## config.mk

```make
export PLATFORM = sky130hd
export DESIGN_NAME = bcd_timer_counter
export DESIGN_NICKNAME = d
export VERILOG_FILES = /design/src/rtl/bcd_pkg.sv /design/src/rtl/bcd_updown_digit.sv /design/src/rtl/bcd_timer_counter.sv
export SDC_FILE = /design/constraint.sdc
export NUM_CORES = 1
export LEC_CHECK = 0
export CORE_UTILIZATION = 30
export CTS_CLUSTER_DIAMETER = 200
export DETAILED_ROUTE_END_ITERATION = 16
export GPL_TIMING_DRIVEN = 0
export PLACE_DENSITY = 0.51
export SLEW_MARGIN = 40
export SYNTH_ARGS = -nofsm -noshare
export SYNTH_HDL_FRONTEND = slang
export SYNTH_SLANG_ARGS = --single-unit
```

## constraint.sdc

```tcl
create_clock -name Clock -period 2.3 [get_ports Clock]
set_input_delay 0.46 -clock Clock [delete_from_list [all_inputs] [get_ports Clock]]
set_output_delay 0.46 -clock Clock [all_outputs]
set_load 0.01 [all_outputs]
```

## src/rtl/bcd_pkg.sv

```systemverilog
// Shared types, limits and helpers for the BCD timer counter.
// Imported by the digit slice and by the top level.
package bcd_pkg;

    typedef logic [3:0] digit_t;

    localparam digit_t BCD_MAX = 4'd9;
    localparam digit_t BCD_MIN = 4'd0;

    // Loaded digits above 9 are forced to 9 so BCD never shows a non-decimal code.
    function automatic digit_t clamp_digit(input digit_t d);
        return (d > BCD_MAX) ? BCD_MAX : d;
    endfunction

    // Width needed to hold 0..n-1, never less than one bit.
    function automatic int prescale_width(input int n);
        int w;
        w = 1;
        while ((1 << w) < n) w++;
        return w;
    endfunction

endpackage

```

## src/rtl/bcd_updown_digit.sv

```systemverilog
// One decimal digit of the up/down chain: next value plus carry/borrow
// terminal conditions for the digit above.
module bcd_updown_digit
    import bcd_pkg::*;
(
    input  logic   step_i,
    input  logic   up_i,
    input  digit_t digit_i,
    output digit_t digit_o,
    output logic   carry_o,
    output logic   borrow_o
);

    // Terminal conditions depend only on the stored digit, never on step_i,
    // so the ripple chain above this slice stays free of combinational loops.
    assign carry_o  = up_i && (digit_i == BCD_MAX);
    assign borrow_o = !up_i && (digit_i == BCD_MIN);

    always_comb begin
        // NOTE: default assigned first so every path drives digit_o and no latch is inferred.
        digit_o = digit_i;
        if (step_i) begin
            if (up_i) digit_o = carry_o  ? BCD_MIN : digit_i + 4'd1;
            else      digit_o = borrow_o ? BCD_MAX : digit_i - 4'd1;
        end
    end

endmodule

```

## src/rtl/bcd_timer_counter.sv

```systemverilog
// Multi-digit BCD up/down timer with tick prescaler, parallel load,
// wrap/saturate limit handling and sticky range flags.
module bcd_timer_counter
    import bcd_pkg::*;
#(
    parameter int DIGITS   = 4,
    parameter int PRESCALE = 50000,
    parameter bit SATURATE = 1'b1
) (
    input  logic                  Clock,
    input  logic                  Resetn,
    input  logic                  Clear,
    input  logic                  Enable,
    input  logic                  Up,
    input  logic                  Load,
    input  logic [4*DIGITS-1:0]   LoadValue,
    output logic [4*DIGITS-1:0]   BCD,
    output logic                  Tick,
    output logic                  Overflow,
    output logic                  Underflow,
    output logic                  Zero
);

    localparam int            PW      = prescale_width(PRESCALE);
    localparam logic [PW-1:0] PS_LAST = PW'(PRESCALE - 1);

    logic [PW-1:0]             presc_q, presc_d;
    digit_t [DIGITS-1:0]       digit_q, digit_d, digit_step;
    logic   [DIGITS-1:0]       step_in, carry, borrow;
    logic                      ovf_q, ovf_d, unf_q, unf_d;
    logic                      all_max, all_min;

    assign Tick = Enable && (presc_q == PS_LAST);

    // Digit i steps only when the step reaches it through every lower digit.
    always_comb begin
        step_in[0] = Tick;
        for (int i = 1; i < DIGITS; i++)
            step_in[i] = step_in[i-1] & (carry[i-1] | borrow[i-1]);
    end

    for (genvar g = 0; g < DIGITS; g++) begin : g_digit
        bcd_updown_digit u_digit (
            .step_i   (step_in[g]),
            .up_i     (Up),
            .digit_i  (digit_q[g]),
            .digit_o  (digit_step[g]),
            .carry_o  (carry[g]),
            .borrow_o (borrow[g])
        );
    end

    assign all_max = &carry;
    assign all_min = &borrow;

    always_comb begin
        digit_d = digit_q;
        presc_d = presc_q;
        ovf_d   = ovf_q;
        unf_d   = unf_q;
        if (Clear) begin
            digit_d = '0;
            presc_d = '0;
            ovf_d   = 1'b0;
            unf_d   = 1'b0;
        end else if (Load) begin
            for (int i = 0; i < DIGITS; i++)
                digit_d[i] = clamp_digit(LoadValue[4*i +: 4]);
            presc_d = '0;
            ovf_d   = 1'b0;
            unf_d   = 1'b0;
        end else if (Enable) begin
            presc_d = Tick ? '0 : presc_q + PW'(1);
            if (Tick) begin
                if (all_max) begin
                    ovf_d   = 1'b1;
                    digit_d = SATURATE ? digit_q : '0;
                end else if (all_min) begin
                    unf_d   = 1'b1;
                    digit_d = SATURATE ? digit_q : {DIGITS{BCD_MAX}};
                end else begin
                    digit_d = digit_step;
                end
            end
        end
    end

    always_ff @(posedge Clock or negedge Resetn) begin
        if (!Resetn) begin
            digit_q <= '0;
            presc_q <= '0;
            ovf_q   <= 1'b0;
            unf_q   <= 1'b0;
        end else begin
            // NOTE: non-blocking so every register updates from pre-edge values.
            digit_q <= digit_d;
            presc_q <= presc_d;
            ovf_q   <= ovf_d;
            unf_q   <= unf_d;
        end
    end

    assign BCD       = digit_q;
    assign Overflow  = ovf_q;
    assign Underflow = unf_q;
    assign Zero      = (digit_q == '0);

endmodule

```

==> summary.md <==
| Metric | Value |
|---|---|
| Effective utilization at floorplan | `31.1%` |
| Remaining antenna violation count after routing | `0` |
| Ys async rst share | `100%` |
| Multi-input gate area | `0.00207 mm2` |
| Core region area | `0.00928 mm2` |
| GRT Util Overall | `18.6%` |
| Critical path data required time | `2.48 ns` |
| Met3 WL post-DR | `332 um` |
| Port buffer count | `38` |
| Setup TNS | `-0.670 ns` |
| Number of rows in the core area | `35` |
| Flop-to-flop setup slack | `-0.09 ns` |
| Count of endpoints failing setup in the final report | `11` |
| Final worst-path cycle share | `104%` |
| Delay of the slowest cell on the worst path | `0.54 ns` |
| Fmax | `418 MHz` |
| Root cell of the clock tree | `sky130_fd_sc_hd__clkbuf_8` |
| Clock Sink Count | `34` |
| Vias per cell | `5.25` |
| Syn Area/Cell | `8.62 um2` |
| Total length of routed wires | `9180 um` |
| Leading cell type in the layout, fill and taps excluded | `sky130_fd_sc_hd__clkdlybuf4s50_1` |
| Worst skew pair latency | `0.30 ns` |
| Number of top-level design ports | `42` |
| Layout Skew | `0.0118 ns` |
| Floorplan die area | `0.0100 mm2` |
| Cell-by-cell listing of the critical path | `or4b_4 -> or4_4 -> o41a_1 -> buf_6 -> mux2_4` |
| Kind of launch point of the worst setup path | `flip-flop` |
| Overflow after GRT | `0` |
| Worst reg-to-reg path cell count | `5` |
| Largest vdd supply drop | `0.334 mV` |
| Net Count, Synth | `374` |
| HP Class | `in2async` |
| Final #Nets | `451` |
| Number of max-cap violations | `0` |
| EDFF count, synth | `0` |
| Data arrival time at the worst-slack endpoint | `2.57 ns` |
| Die height | `100 um` |
| Vias in the first global route | `2721` |
| Minimum clock period | `2.39 ns` |
| Highest layer used for signal routing | `met4` |
| Count of state elements after synthesis | `34` |
| Combined area of all synthesized cells | `0.00289 mm2` |
| Worst reg2reg startpoint | `presc_q[12]` |
| Commonest cells after routing, fill and taps aside | `35 x sky130_fd_sc_hd__clkdlybuf4s50_1, 32 x sky130_fd_sc_hd__nor2_1, 28 x sky130_fd_sc_hd__buf_4` |
| Share of layout cells above drive strength 1 | `29.8%` |
| Slew at the pin with the worst max-slew slack | `0.622 ns` |
| Last weighted congestion value of the routability-driven placer | `0.843` |
| Fraction of post-synthesis cell area in the top cell type by area | `29.5%` |
| Status | `finished with violations` |
| Detail-routed net length per standard cell | `16.9 um` |
| Endpoint of the worst register-to-register path | `BCD[7]` |
| Post-route setup slack | `-0.0921 ns` |
| PnR Total Power | `0.00213 W` |
| First-pass GRT wire length | `14200 um` |
| CTS Buffer Depth | `2` |
| HPWL after detailed placement | `6340 um` |
| Diode count | `0` |
| Total CTS buffers | `5` |
| Die X-Extent | `100 um` |
| Met1 Wirelength | `4530 um` |
| Initial antenna violation count | `0` |
| Synth top area cells | `sky130_fd_sc_hd__dfrtp_1 29%, sky130_fd_sc_hd__ha_1 7.4%, sky130_fd_sc_hd__nor2_1 4.2%` |
| Router iterations before antenna repair | `5` |
| Cell taking the most area after synthesis | `sky130_fd_sc_hd__dfrtp_1` |
| Cell type of the slowest stage on the worst timing path | `sky130_fd_sc_hd__or4b_4` |
| Final Hold Viols | `0` |
| Peak fanout along the critical path | `5` |
| Distinct cell type count after synthesis | `66` |
| TritonCTS clock tree | `yes` |
| RSZ-0062 raised after global routing | `yes` |
| Reg clk slew, reported paths | `0.09 ns` |
| Area taken by flip-flops and latches | `861 um2` |
| Kind of end point of the critical path | `flip-flop` |
| Pwr/cell area | `518 mW/mm2` |
| Static power due to leakage | `1.71 nW` |
| Number of max-slew violations in the final report | `0` |
| Category of the critical setup timing path | `reg2reg` |
| Number of cells produced by synthesis | `335` |
| Slew Limit Headroom | `58.4%` |
| Layout fillers | `928` |
| Met2 WL post-DR | `4230 um` |
| Number of H-tree levels | `2` |
| Maximum number of pins on one net before global-route repair | `15` |
| Count of unresolved DRC violations after routing | `0` |
| Failing checks | `setup timing` |
| Synthesis warning total | `0` |
| WP buf/inv | `1` |
| Area growth from synthesis to final layout | `42.6%` |
| Largest delay contributor family on the critical path | `simple AND/OR/NAND/NOR gates` |
| Portion of the post-synthesis area used by sequential elements | `29.5%` |
| Via total after detailed routing | `2848` |
| Number of DRC markers after the initial detailed-route iteration | `181` |
| Top_reg_cell synth | `sky130_fd_sc_hd__dfrtp_1` |
==> logic make-up (layout without fill, tap and decap cells) <==
kind of cell | Yosys count | in the layout | synth area share, %
mux | 9 | 9 | 3.68
flops | 34 | 34 | 29.5
compound gates | 74 | 74 | 17.9
xor+xnor | 19 | 19 | 5.76
simple gates | 147 | 147 | 29.2
fa+ha+maj | 17 | 17 | 7.37
buf+inv | 35 | 113 | 6.67
==> flip-flops by register name (all words and copies together), names as in the netlist <==
signal and cells:
Underflow 1, presc_q 16, Overflow 1, BCD 16
==> worst max path at each step <==
stage	endpoint	depth (start not counted)	start	slack [ns]
finish	BCD[7]	5	presc_q[12]	-0.09
detailed placement	presc_q[10]	7	Load	-0.44
floorplan	BCD[0]	8	BCD[12]	-0.11
global placement	BCD[0]	7	BCD[5]	-0.52
global route	BCD[2]	7	BCD[1]	-0.15
CTS	BCD[11]	5	presc_q[12]	-0.13
==> cells in the mapped netlist, types with 3 or more instances <==
master                     number
sky130_fd_sc_hd__dfrtp_1       34
sky130_fd_sc_hd__nor2_1        32
sky130_fd_sc_hd__nand2_1       19
sky130_fd_sc_hd__a21oi_1       18
sky130_fd_sc_hd__ha_1          17
sky130_fd_sc_hd__inv_1         16
sky130_fd_sc_hd__nand3_1       16
sky130_fd_sc_hd__nor2b_1       14
sky130_fd_sc_hd__xor2_1        12
sky130_fd_sc_hd__o21ai_0       11
sky130_fd_sc_hd__clkbuf_1       9
sky130_fd_sc_hd__a31oi_1        8
sky130_fd_sc_hd__nor3_1         8
sky130_fd_sc_hd__xnor2_1        7
sky130_fd_sc_hd__nand2b_1       6
sky130_fd_sc_hd__nand4_1        6
sky130_fd_sc_hd__nor4_1         6
sky130_fd_sc_hd__mux2_2         5
sky130_fd_sc_hd__a311oi_1       4
sky130_fd_sc_hd__and3_1         4
sky130_fd_sc_hd__nand4b_1       4
sky130_fd_sc_hd__or3b_2         4
sky130_fd_sc_hd__a211oi_1       3
sky130_fd_sc_hd__a21o_1         3
sky130_fd_sc_hd__buf_6          3
sky130_fd_sc_hd__clkbuf_8       3
sky130_fd_sc_hd__nand3b_1       3
sky130_fd_sc_hd__nor4b_1        3
sky130_fd_sc_hd__or2_2          3
sky130_fd_sc_hd__or3_1          3
sky130_fd_sc_hd__or4_1          3
==> worst register-to-register path, stage by stage, from the launching register on <==
cell	delay, ns
sky130_fd_sc_hd__dfrtp_1	0.40
sky130_fd_sc_hd__or4b_4	0.54
sky130_fd_sc_hd__or4_4	0.48
sky130_fd_sc_hd__o41a_1	0.40
sky130_fd_sc_hd__buf_6	0.17
sky130_fd_sc_hd__mux2_4	0.29
==> metal layers <==
metal	up-vias	track usage, %
met5	-	0
met4	0	3.79
met3	13	2.37
met2	71	30.2
met1	1383	26.4
li1	1381	-
==> stage by stage <==
| step | worst slack [ns] | utilization [%] | cells | area [um2] | hold WS, ns |
|---|---|---|---|---|---|
| floorplan | -0.110 | - | 335 | 2940 | 0.164 |
| global placement | -0.519 | 37.5 | 502 | 3480 | 0.507 |
| detailed placement | -0.443 | 38.1 | 504 | 3540 | 0.364 |
| CTS | -0.132 | 42.7 | 535 | 3960 | 0.0353 |
| global route | -0.147 | 44.4 | 542 | 4120 | 0.0415 |
| finish | -0.0921 | 44.4 | 542 | 4120 | 0.0333 |
==> what timing repair did <==
| item | 4_1_cts | 5_1_grt |
|---|---|---|
| hold buffers | 0 | 0 |
| resized for setup | 33 | 27 |
| endpoints found under the setup margin | 22 | 26 |
| pin swaps | 8 | 11 |
| buffers inserted | 23 | 8 |
| hold endpoints to repair | 0 | 0 |
| gates cloned | 0 | 1 |
==> cell type report <==
type | instances | area share, %
Buffer | 17 | 3.37
Clock buffer | 5 | 1.67
Clock inverter | 3 | 1.67
Inverter | 16 | 1.58
Multi-Input combinational cell | 266 | 50.3
Sequential cell | 34 | 20.9
Tap cell | 129 | 3.92
Timing Repair Buffer | 72 | 16.6
==> report_power, final <==
part	total (W)	internal (W)	leakage [nW]	switching, W
registers	0.000673	0.000631	0.449	0.0000420
logic	0.000775	0.000404	1.19	0.000371
clock network	0.000685	0.000435	0.0683	0.000251
(Power assumes the default switching activity.)
